<file path="src/rtl/audio_pkg.sv">
// -----------------------------------------------------------------------------
// audio_pkg
// Shared types and constants for the I2S audio transmitter.
//   SAMPLE_W       bits per channel sample (two's complement, <= 31)
//   FRAME_BITS     sclk periods per stereo I2S frame (two 32-bit slots)
//   BIT_W          width of the in-frame bit counter
//   LEFT_MSB_POS   bit position of the left-sample MSB within a frame
//   RIGHT_MSB_POS  bit position of the right-sample MSB within a frame
//   stereo_sample_t  one buffered {left, right} pair
//   frame_bit()    serial data bit for a given frame position
// -----------------------------------------------------------------------------
package audio_pkg;

    localparam int SAMPLE_W      = 16;
    localparam int FRAME_BITS    = 64;
    localparam int BIT_W         = $clog2(FRAME_BITS);
    // Philips format: the MSB follows each lrclk edge by one bit clock.
    localparam int LEFT_MSB_POS  = 1;
    localparam int RIGHT_MSB_POS = 33;

    typedef struct packed {
        logic [SAMPLE_W-1:0] left;
        logic [SAMPLE_W-1:0] right;
    } stereo_sample_t;

    // Bit shown on sda at frame position pos; positions outside the two
    // sample windows carry zero padding.
    function automatic logic frame_bit(stereo_sample_t f, logic [BIT_W-1:0] pos);
        int                  p;
        logic [SAMPLE_W-1:0] sh;
        p         = int'(pos);
        sh        = '0;
        frame_bit = 1'b0;
        if (p >= LEFT_MSB_POS && p < LEFT_MSB_POS + SAMPLE_W) begin
            sh        = f.left >> (SAMPLE_W - 1 - (p - LEFT_MSB_POS));
            frame_bit = sh[0];
        end else if (p >= RIGHT_MSB_POS && p < RIGHT_MSB_POS + SAMPLE_W) begin
            sh        = f.right >> (SAMPLE_W - 1 - (p - RIGHT_MSB_POS));
            frame_bit = sh[0];
        end
    endfunction

endpackage

</file>
<file path="src/rtl/audio_sample_fifo.sv">
// -----------------------------------------------------------------------------
// audio_sample_fifo
// Single-clock FIFO of stereo sample pairs. Pushes while full and pops while
// empty are ignored, so a pop on an empty FIFO never disturbs a same-cycle push.
//   clk, rst_n  clock and asynchronous active-low reset
//   push        write request; wr_data is stored when not full
//   wr_data     sample pair to store
//   pop         read request; head advances when not empty
//   rd_data     current head entry (valid when !empty)
//   full/empty  occupancy flags
//   level       current occupancy, 0..DEPTH
// -----------------------------------------------------------------------------
module audio_sample_fifo
    import audio_pkg::*;
#(
    parameter int DEPTH = 8
) (
    input  logic                     clk,
    input  logic                     rst_n,
    input  logic                     push,
    input  stereo_sample_t           wr_data,
    input  logic                     pop,
    output stereo_sample_t           rd_data,
    output logic                     full,
    output logic                     empty,
    output logic [$clog2(DEPTH):0]   level
);

    localparam int AW = $clog2(DEPTH);

    stereo_sample_t mem [DEPTH];
    logic [AW-1:0]  wr_ptr;
    logic [AW-1:0]  rd_ptr;
    logic           do_push;
    logic           do_pop;

    assign full    = (level == (AW+1)'(DEPTH));
    assign empty   = (level == '0);
    assign do_push = push && !full;
    assign do_pop  = pop && !empty;
    assign rd_data = mem[rd_ptr];

    // NOTE: the storage array has no reset; the pointers and level define
    // which entries are meaningful, and a reset-free array maps onto RAM.
    always_ff @(posedge clk) begin
        if (do_push) begin
            mem[wr_ptr] <= wr_data;
        end
    end

    // NOTE: sequential state uses non-blocking assignments so every register
    // samples the pre-edge values, regardless of statement order.
    always_ff @(posedge clk or negedge rst_n) begin
        if (!rst_n) begin
            wr_ptr <= '0;
            rd_ptr <= '0;
            level  <= '0;
        end else begin
            // Pointers wrap naturally because DEPTH is a power of two.
            if (do_push) wr_ptr <= wr_ptr + 1'b1;
            if (do_pop)  rd_ptr <= rd_ptr + 1'b1;
            case ({do_push, do_pop})
                2'b10:   level <= level + 1'b1;
                2'b01:   level <= level - 1'b1;
                default: level <= level;
            endcase
        end
    end

endmodule

</file>
<file path="src/rtl/audio_i2s_tx.sv">
// -----------------------------------------------------------------------------
// audio_i2s_tx
// Buffers stereo PCM samples and serialises one frame per I2S period in
// Philips format (32-bit slots, MSB first, one-bit delay after lrclk edges).
//   audio_clk   audio domain clock
//   rst_n       asynchronous active-low reset
//   in_valid    sample pair offered; accepted when in_ready is high
//   in_ready    FIFO can accept (not full)
//   in_left     left sample, two's complement
//   in_right    right sample, two's complement
//   mute        zeroes the frame loaded at the next frame start
//   fifo_level  current FIFO occupancy
//   underflow   one-cycle pulse when a frame starts with the FIFO empty
//   i2s_sclk    bit clock
//   i2s_lrclk   word select, 0 = left, 1 = right
//   i2s_sda     serial data, changes on sclk falling edges
// -----------------------------------------------------------------------------
module audio_i2s_tx
    import audio_pkg::*;
#(
    parameter int FIFO_DEPTH = 8,
    parameter int SCLK_HALF  = 2
) (
    input  logic                          audio_clk,
    input  logic                          rst_n,
    input  logic                          in_valid,
    output logic                          in_ready,
    input  logic [SAMPLE_W-1:0]           in_left,
    input  logic [SAMPLE_W-1:0]           in_right,
    input  logic                          mute,
    output logic [$clog2(FIFO_DEPTH):0]   fifo_level,
    output logic                          underflow,
    output logic                          i2s_sclk,
    output logic                          i2s_lrclk,
    output logic                          i2s_sda
);

    localparam int CNT_W = (SCLK_HALF > 1) ? $clog2(SCLK_HALF) : 1;

    logic [CNT_W-1:0] div_cnt;
    logic [BIT_W-1:0] bitcnt;
    logic [BIT_W-1:0] bitcnt_next;
    stereo_sample_t   frame;
    stereo_sample_t   frame_next;
    stereo_sample_t   fifo_head;
    stereo_sample_t   wr_sample;
    logic             half_done;
    logic             fall;
    logic             frame_start;
    logic             fifo_full;
    logic             fifo_empty;

    assign wr_sample   = '{left: in_left, right: in_right};
    assign in_ready    = !fifo_full;
    assign half_done   = (div_cnt == CNT_W'(SCLK_HALF - 1));
    assign fall        = half_done && i2s_sclk;
    assign bitcnt_next = bitcnt + 1'b1;
    // The fall that wraps the bit counter to 0 begins a new frame.
    assign frame_start = fall && (bitcnt == BIT_W'(FRAME_BITS - 1));

    audio_sample_fifo #(
        .DEPTH (FIFO_DEPTH)
    ) u_fifo (
        .clk     (audio_clk),
        .rst_n   (rst_n),
        .push    (in_valid),
        .wr_data (wr_sample),
        .pop     (frame_start),
        .rd_data (fifo_head),
        .full    (fifo_full),
        .empty   (fifo_empty),
        .level   (fifo_level)
    );

    // NOTE: every always_comb output gets a default first, so no path can
    // leave it unassigned and infer a latch.
    always_comb begin
        frame_next = frame;
        if (frame_start) begin
            // The head is still popped while muted; only the data is dropped.
            frame_next = (fifo_empty || mute) ? '0 : fifo_head;
        end
    end

    always_ff @(posedge audio_clk or negedge rst_n) begin
        if (!rst_n) begin
            div_cnt   <= '0;
            bitcnt    <= '1;
            frame     <= '0;
            i2s_sclk  <= 1'b0;
            i2s_lrclk <= 1'b0;
            i2s_sda   <= 1'b0;
            underflow <= 1'b0;
        end else begin
            div_cnt   <= half_done ? '0 : div_cnt + 1'b1;
            underflow <= frame_start && fifo_empty;
            if (half_done) begin
                i2s_sclk <= !i2s_sclk;
            end
            if (fall) begin
                bitcnt    <= bitcnt_next;
                frame     <= frame_next;
                i2s_lrclk <= bitcnt_next[BIT_W-1];
                // Position 0 lies outside both sample windows, so the freshly
                // loaded frame never leaks onto sda at the frame start.
                i2s_sda   <= frame_bit(frame_next, bitcnt_next);
            end
        end
    end

endmodule

</file>
<file path="config.mk">
export PLATFORM = sky130hd
export DESIGN_NAME = audio_i2s_tx
export DESIGN_NICKNAME = d
export VERILOG_FILES = /design/src/rtl/audio_pkg.sv /design/src/rtl/audio_sample_fifo.sv /design/src/rtl/audio_i2s_tx.sv
export SDC_FILE = /design/constraint.sdc
export NUM_CORES = 1
export LEC_CHECK = 0
export CAP_MARGIN = 20
export CORE_AREA = 2 2 106 211
export DETAILED_ROUTE_END_ITERATION = 7
export DIE_AREA = 0 0 108 213
export GPL_ROUTABILITY_DRIVEN = 0
export PLACE_DENSITY = 0.89
export REMOVE_ABC_BUFFERS = 1
export SLEW_MARGIN = 20
export SYNTH_ARGS = -nofsm -noshare
export SYNTH_HDL_FRONTEND = slang
export SYNTH_SLANG_ARGS = --single-unit
export TNS_END_PERCENT = 50
</file>
<file path="constraint.sdc">
create_clock -name audio_clk -period 11.4 [get_ports audio_clk]
set_input_delay 2.85 -clock audio_clk [delete_from_list [all_inputs] [get_ports audio_clk]]
set_output_delay 2.85 -clock audio_clk [all_outputs]
set_load 0.005 [all_outputs]
</file>
==> flow_summary_export.csv, run 1 <==
group,metric,value,unit
synth,ys_seq_area_share,71.1,%
placement,io_buffers,44,
setup_path,crit_arrival,5320,ps
power_and_ir_drop,powerDensity,187,nW/µm²
finish,nets,796,
setup_path,worstPathRequired,11860,ps
global_routing,track_usage,23.8,%
setup_path,startpoint,"mute",
routing,drt-total-wl,26500,µm
sta,fin_crit_sh,42.6,%
setup_path,ff2ff_path_depth,11,
sta,finalSetupTns,0,ps
finish,synthToLayoutAreaGrowth,12.8,%
sta,clock.fmax,206,MHz
global_routing,antenna_found_initial,2,
synth,synth.most_common_cell,"edfxtp_1",
synth,syn_inst,707,
finish,drive_gt1_share,19.5,%
die,die_x,108,µm
min_path,hold_path.class,"register to register",
clock_tree,clk_latency,550,ps
clock_tree,cts_resized,0,
die,start_util,59.3,%
clock_tree,cts_made_buffers,26,
sta,slew_viol_final,0,
sta,fin_crit,4860,ps
power_and_ir_drop,p_leak,4.65,nW
setup_path,cp-endpoint,"i2s_sda",
routing,ant_nets,0,
sta,max_slew_margin,34.4,%
synth,synthTopCellsByCount,"edfxtp_1 (256), mux4_2 (51), dfrtp_1 (47)",
power_and_ir_drop,peakVddDrop,0.141,mV
clock_tree,holdBufCountCts,0,
setup_path,startpoint_type,"input pin",
clock_tree,cts_setup_buffers,0,
setup_path,r2r-end,"i2s_sda",
setup_path,slowest_delay,750,ps
synth,synth.distinct_cells,68,
routing,via_per_inst,6.50,
clock_tree,h-tree-depth,1,
setup_path,path_class,"input pin to register",
global_routing,grt_pass1_vias,6976,
synth,synth-edff-count,256,
die,die-height,213,µm
routing,drt-initial-drc-count,496,
setup_path,path_buf_inv,1,
routing,vias,6794,
setup_path,endpoint_kind,"register",
synth,async_reset_ff_share,17.2,%
routing,dr.pass1.iters,5,
routing,post-route-drc-count,0,
job,max_cap_violations,0,
outcome,status,"finished clean",
die,rows,76,
synth,synth.avg_cell_area,17.9,µm²
clock_tree,clk_pin_slew,80,ps
die,io_pins,45,
clock_tree,numClockSinks,309,
sta,worstMarginPinSlew,984,ps
routing,routedWlPerCell,25.3,µm
setup_path,path_depth,7,
synth,synth_area_leaders,"edfxtp_1 (61%), dfrtp_1 (9.3%), mux4_2 (9.1%)",
synth,synth_top_area_share,60.6,%
clock_tree,cts_tree,"done",
sta,clock_skew,29.2,ps
synth,synth_area,12700,µm²
global_routing,overflow,0,
sta,rsz0062_at_grt,"no",
sta,finalSetupViolations,0,
setup_path,cpMaxStageDelayCell,"or4_4",
synth,ys_ff_latch,309,
placement,post-dp-hpwl,15500,µm
setup_path,path_cells,"clkdlybuf4s50_1 > or4_4 > o31ai_1 > mux2_1 > o22a_1 > a41oi_1 > a31oi_1",
synth,synth_ff_type,"edfxtp_1",
synth,yosysTopAreaCell,"edfxtp_1",
global_routing,grt_max_degree,65,
die,dieArea,23000,µm²
finish,fin_cells,1045,
synth,yosysWarnings,0,
setup_path,rrSetupSlack,7300,ps
global_routing,grt_pass1_wl,40500,µm
die,core_area,21400,µm²
clock_tree,clk_path_buf_depth,3,
setup_path,reg2reg_from,"bitcnt[0]",
clock_tree,clockRootBuffer,"clkbuf_16",
sta,hold_viol_final,0,
setup_path,path_delay_family,"compound AO/OA/AOI/OAI gates",
setup_path,crit_fanout,31,
placement,dp.cells,995,
-- metal layers --
| metal | part of all wire (%) | wire length, µm | GRT usage, % |
|---|---|---|---|
| met5 | 0 | 0 | 0 |
| met4 | 5.4 | 1440 | 12.7 |
| met3 | 5.3 | 1400 | 3.36 |
| met2 | 53 | 13900 | 39.8 |
| met1 | 37 | 9720 | 30.2 |
-- sequential cells by signal, summed over array words and instances, names as in the netlist, 3 cells and up --
name and flops:
u_fifo.mem 256, u_fifo.rd_ptr 3, frame 32, u_fifo.wr_ptr 3, bitcnt 6, u_fifo.level 4
-- worst min-delay path by stage --
| stage | startpoint | end | cells past startpoint |
|---|---|---|---|
| floorplan | frame[9] | frame[9] | 2 |
| global placement | frame[15] | frame[15] | 1 |
| detailed placement | frame[26] | frame[26] | 1 |
| CTS | frame[7] | frame[7] | 2 |
| global route | frame[9] | frame[9] | 2 |
| finish | frame[7] | frame[7] | 2 |
-- stage by stage --
stage / instance area (µm²) / hold WS (ps) / worst slack [ps] / power (W) / utilization, %
floorplan: 12400 / 438 / 4500 / 0.00159 / -
global placement: 13400 / 458 / 6320 / 0.00170 / 62.4
detailed placement: 13400 / 467 / 6210 / 0.00173 / 62.4
CTS: 14300 / 498 / 6570 / 0.00269 / 66.9
global route: 14300 / 513 / 6450 / 0.00276 / 66.9
finish: 14300 / 493 / 6540 / 0.00267 / 66.9
-- cell usage in the layout, fill, tap and decap left out, types with 13 or more instances in the layout --
cell	n
mux2i_1	38
nor2_1	26
mux4_2	51
clkdlybuf4s50_1	43
nand2_1	31
clkbuf_16	26
dfrtp_1	44
buf_4	13
edfxtp_1	256
o21ai_0	15
-- area by class of cell --
cell class | instances | area (µm²)
Timing Repair Buffer | 57 | 533
Tap cell | 273 | 342
Antenna cell | 2 | 5.00
Clock buffer | 29 | 662
Sequential cell | 309 | 9030
Fill cell | 1327 | 7090
Inverter | 12 | 45.0
Multi-Input combinational cell | 344 | 3410
Clock inverter | 19 | 288
-- cell families after synthesis --
kind of cell | share of synthesized area [%]
and+or+nand+nor | 4.29
DFF | 71.1
muxes | 13.6
adders and majority gates | 1.05
AOI/OAI and AO/OA | 6.28
buffers and inverters | 2.42
xor gates and xnor gates | 1.31
-- tightest hold or removal path, delay by kind of cell, from the launching register on --
family           cells  cell delay [ps]
flip-flops           1              350
AND/OR/NAND/NOR      1               60
AO/OA/AOI/OAI        1               60
-- power by group --
group	total (W)	internal [W]	switching, W	leakage, nW
Combinational	0.000267	0.0000968	0.000170	1.30
Sequential	0.00144	0.00138	0.0000605	2.90
Clock	0.000963	0.000564	0.000399	0.450
Total	0.00267	0.00204	0.000630	4.65
No activity file was read; power rests on OpenSTA's default activity.
==> run 2: changes to the inputs <==
--- a/config.mk
+++ b/config.mk
@@ -6,11 +6,11 @@
 export NUM_CORES = 1
 export LEC_CHECK = 0
 export CAP_MARGIN = 20
-export CORE_AREA = 2 2 106 211
+export CORE_AREA = 2 2 111 220
 export DETAILED_ROUTE_END_ITERATION = 7
-export DIE_AREA = 0 0 108 213
+export DIE_AREA = 0 0 113 222
 export GPL_ROUTABILITY_DRIVEN = 0
-export PLACE_DENSITY = 0.89
+export PLACE_DENSITY = 0.86
 export REMOVE_ABC_BUFFERS = 1
 export SLEW_MARGIN = 20
 export SYNTH_ARGS = -nofsm -noshare
==> constraint.sdc (replaced) <==
create_clock -name audio_clk -period 4 [get_ports audio_clk]
set_input_delay 1 -clock audio_clk [delete_from_list [all_inputs] [get_ports audio_clk]]
set_output_delay 1 -clock audio_clk [all_outputs]
set_load 0.005 [all_outputs]
==> run 2 against run 1 <==
  * The run now ends with DRC left
  * Clock skew shrank 14 ps
  * First-iteration DRC count fell by 13%
  * Worst setup slack worse by 5800 ps
  * Critical path depth increased by 4
  * Power grew to 2.7 times the previous value
  * Die area up 9.1%
  * Utilization shrank 5.7 points
  * Critical endpoint unchanged
  * Clock power grew to 2.5 times the previous value
  * Combinational power rose to 2.8 times the previous value
==> flow_summary_export.csv, run 2 (synthesis results as in run 1) <==
group,metric,value,unit
sta,max_slew_margin,36.8,%
die,die_x,113,µm
setup_path,crit_arrival,3740,ps
clock_tree,clockRootBuffer,"clkbuf_16",
power_and_ir_drop,p_seq_share,56.2,%
setup_path,path_class,"register to register",
finish,layout_commonest_cell,"edfxtp_1",
finish,final_area,14300,µm²
min_path,hold_path.class,"register to register",
sta,whs,478,ps
finish,area.sequential,9030,µm²
setup_path,slowest_delay,670,ps
sta,clock_skew,15.1,ps
power_and_ir_drop,pwr-share-comb,10.2,%
finish,fin_cells,1056,
sta,slew_viol_final,0,
power_and_ir_drop,totalPowerFinal,0.00729,W
setup_path,crit_fanout,15,
power_and_ir_drop,p_switching,0.00170,W
placement,post-dp-hpwl,15100,µm
routing,drt-initial-drc-count,430,
clock_tree,h-tree-depth,1,
die,io_pins,45,
sta,worstMarginPinSlew,949,ps
finish,nFillCells,1605,
finish,top_register,"u_fifo.mem",
outcome,violations,"DRC",
setup_path,startpoint_type,"register",
finish,antenna_cells,0,
clock_tree,clk_path_buf_depth,3,
placement,dp.cells,1011,
global_routing,grt_pass1_wl,38900,µm
global_routing,grt_pass1_vias,6843,
setup_path,endpoint_kind,"register",
placement,dpl_cell_area,13400,µm²
global_routing,antenna_found_initial,0,
clock_tree,cts_resized,0,
routing,via_per_inst,6.19,
power_and_ir_drop,intPower,0.00559,W
setup_path,path_buf_inv,1,
finish,nets,801,
power_and_ir_drop,clock_power_share,33.6,%
clock_tree,clk_pin_slew,70,ps
finish,multi_input_area,3410,µm²
power_and_ir_drop,p_leak,4.65,nW
sta,clock.fmax,304,MHz
die,start_util,54.4,%
global_routing,track_usage,20.4,%
clock_tree,clk_latency,530,ps
outcome,status,"complete, but fails checks",
sta,hold_viol_final,0,
setup_path,worstPathRequired,4460,ps
die,rows,79,
routing,post-route-drc-count,4,
setup_path,cpMaxStageDelayCell,"dfstp_2",
sta,fin_crit_sh,82.1,%
power_and_ir_drop,switching_share,23.4,%
finish,synthToLayoutAreaGrowth,12.4,%
job,max_cap_violations,0,
finish,layout_common_cells,"edfxtp_1 (256), mux4_2 (51), dfrtp_1 (44)",
finish,drive_gt1_share,20.2,%
sta,fin_crit,3280,ps
routing,routedWlPerCell,23.7,µm
clock_tree,numClockSinks,309,
sta,rsz0062_at_grt,"no",
routing,dr.pass1.iters,7,
clock_tree,cts_tree,"done",
die,die-height,222,µm
routing,ant_nets,0,
placement,io_buffers,44,
finish,largest_reg_flops,256,
clock_tree,holdBufCountCts,0,
clock_tree,cts_made_buffers,25,
routing,drt-total-wl,25000,µm
power_and_ir_drop,powerDensity,511,nW/µm²
clock_tree,cts_setup_buffers,0,
setup_path,path_delay_family,"compound AO/OA/AOI/OAI gates",
die,dieArea,25100,µm²
power_and_ir_drop,peakVddDrop,0.406,mV
die,core_area,23300,µm²
sta,finalSetupViolations,0,
routing,vias,6539,
finish,fin_util,61.1,%
global_routing,overflow,0,
global_routing,grt_max_degree,35,
setup_path,path_cells,"inv_1 > ha_1 > nand2b_1 > nor3_1 > a31oi_1 > xnor2_1 > ha_1 > or3_1 > a211oi_1 > o311ai_1 > a31oi_1",
finish,largestRegisters,"u_fifo.mem x256, frame x32, bitcnt x6",
==> run 2: worst min-delay path, stage by stage (launching register included) <==
cell     delay [ps]
dfrtp_1         330
a32oi_1          70
inv_1            50
==> run 2: stage by stage <==
step | worst slack (ps) | setup TNS (ps)
after floorplan | -1050 | -90870
after global placement | 794 | 0
after detailed placement | 710 | 0
after CTS | 787 | 0
after global routing | 472 | 0
final | 716 | 0
==> run 2: per-layer routing <==
layer	wire [µm]	vias to the layer above	part of all wire, %	GRT usage [%]
met5	0	-	0	0
li1	-	2905	-	-
met3	1030	53	4.1	2.10
met2	13600	177	55	36.3
met4	908	0	3.6	9.17
met1	9400	3404	38	24.9
==> run 2: area by class of cell <==
class,instances,share of cell area (%)
Multi-Input combinational cell,344,23.9
Clock inverter,18,1.27
Sequential cell,309,63.3
Timing Repair Buffer,63,4.23
Tap cell,283,2.48
Clock buffer,27,4.51
Inverter,12,0.316
==> run 2: path summary, 6_finish.rpt <==
path                                start               end  slack, ps  depth (start not counted)
max in group asynchronous           rst_n         bitcnt[1]       2620                          2
worst max register to register  bitcnt[0]           i2s_sda        720                         11
worst min register to register   frame[9]          frame[9]        480                          2
worst max-delay path            bitcnt[0]           i2s_sda        720                         11
worst min-delay path             frame[9]          frame[9]        480                          2
min in group asynchronous           rst_n  u_fifo.wr_ptr[1]        540                          1
==> run 2: power by group through the flow <==
stage	Sequential, W	Combinational, W	Clock (W)
5_1_grt	0.00413	0.000804	0.00259
4_1_cts	0.00410	0.000755	0.00249
2_1_floorplan	0.00414	0.000386	0
3_5_place_dp	0.00416	0.000747	0
6_report	0.00410	0.000743	0.00245
3_3_place_gp	0.00413	0.000732	0
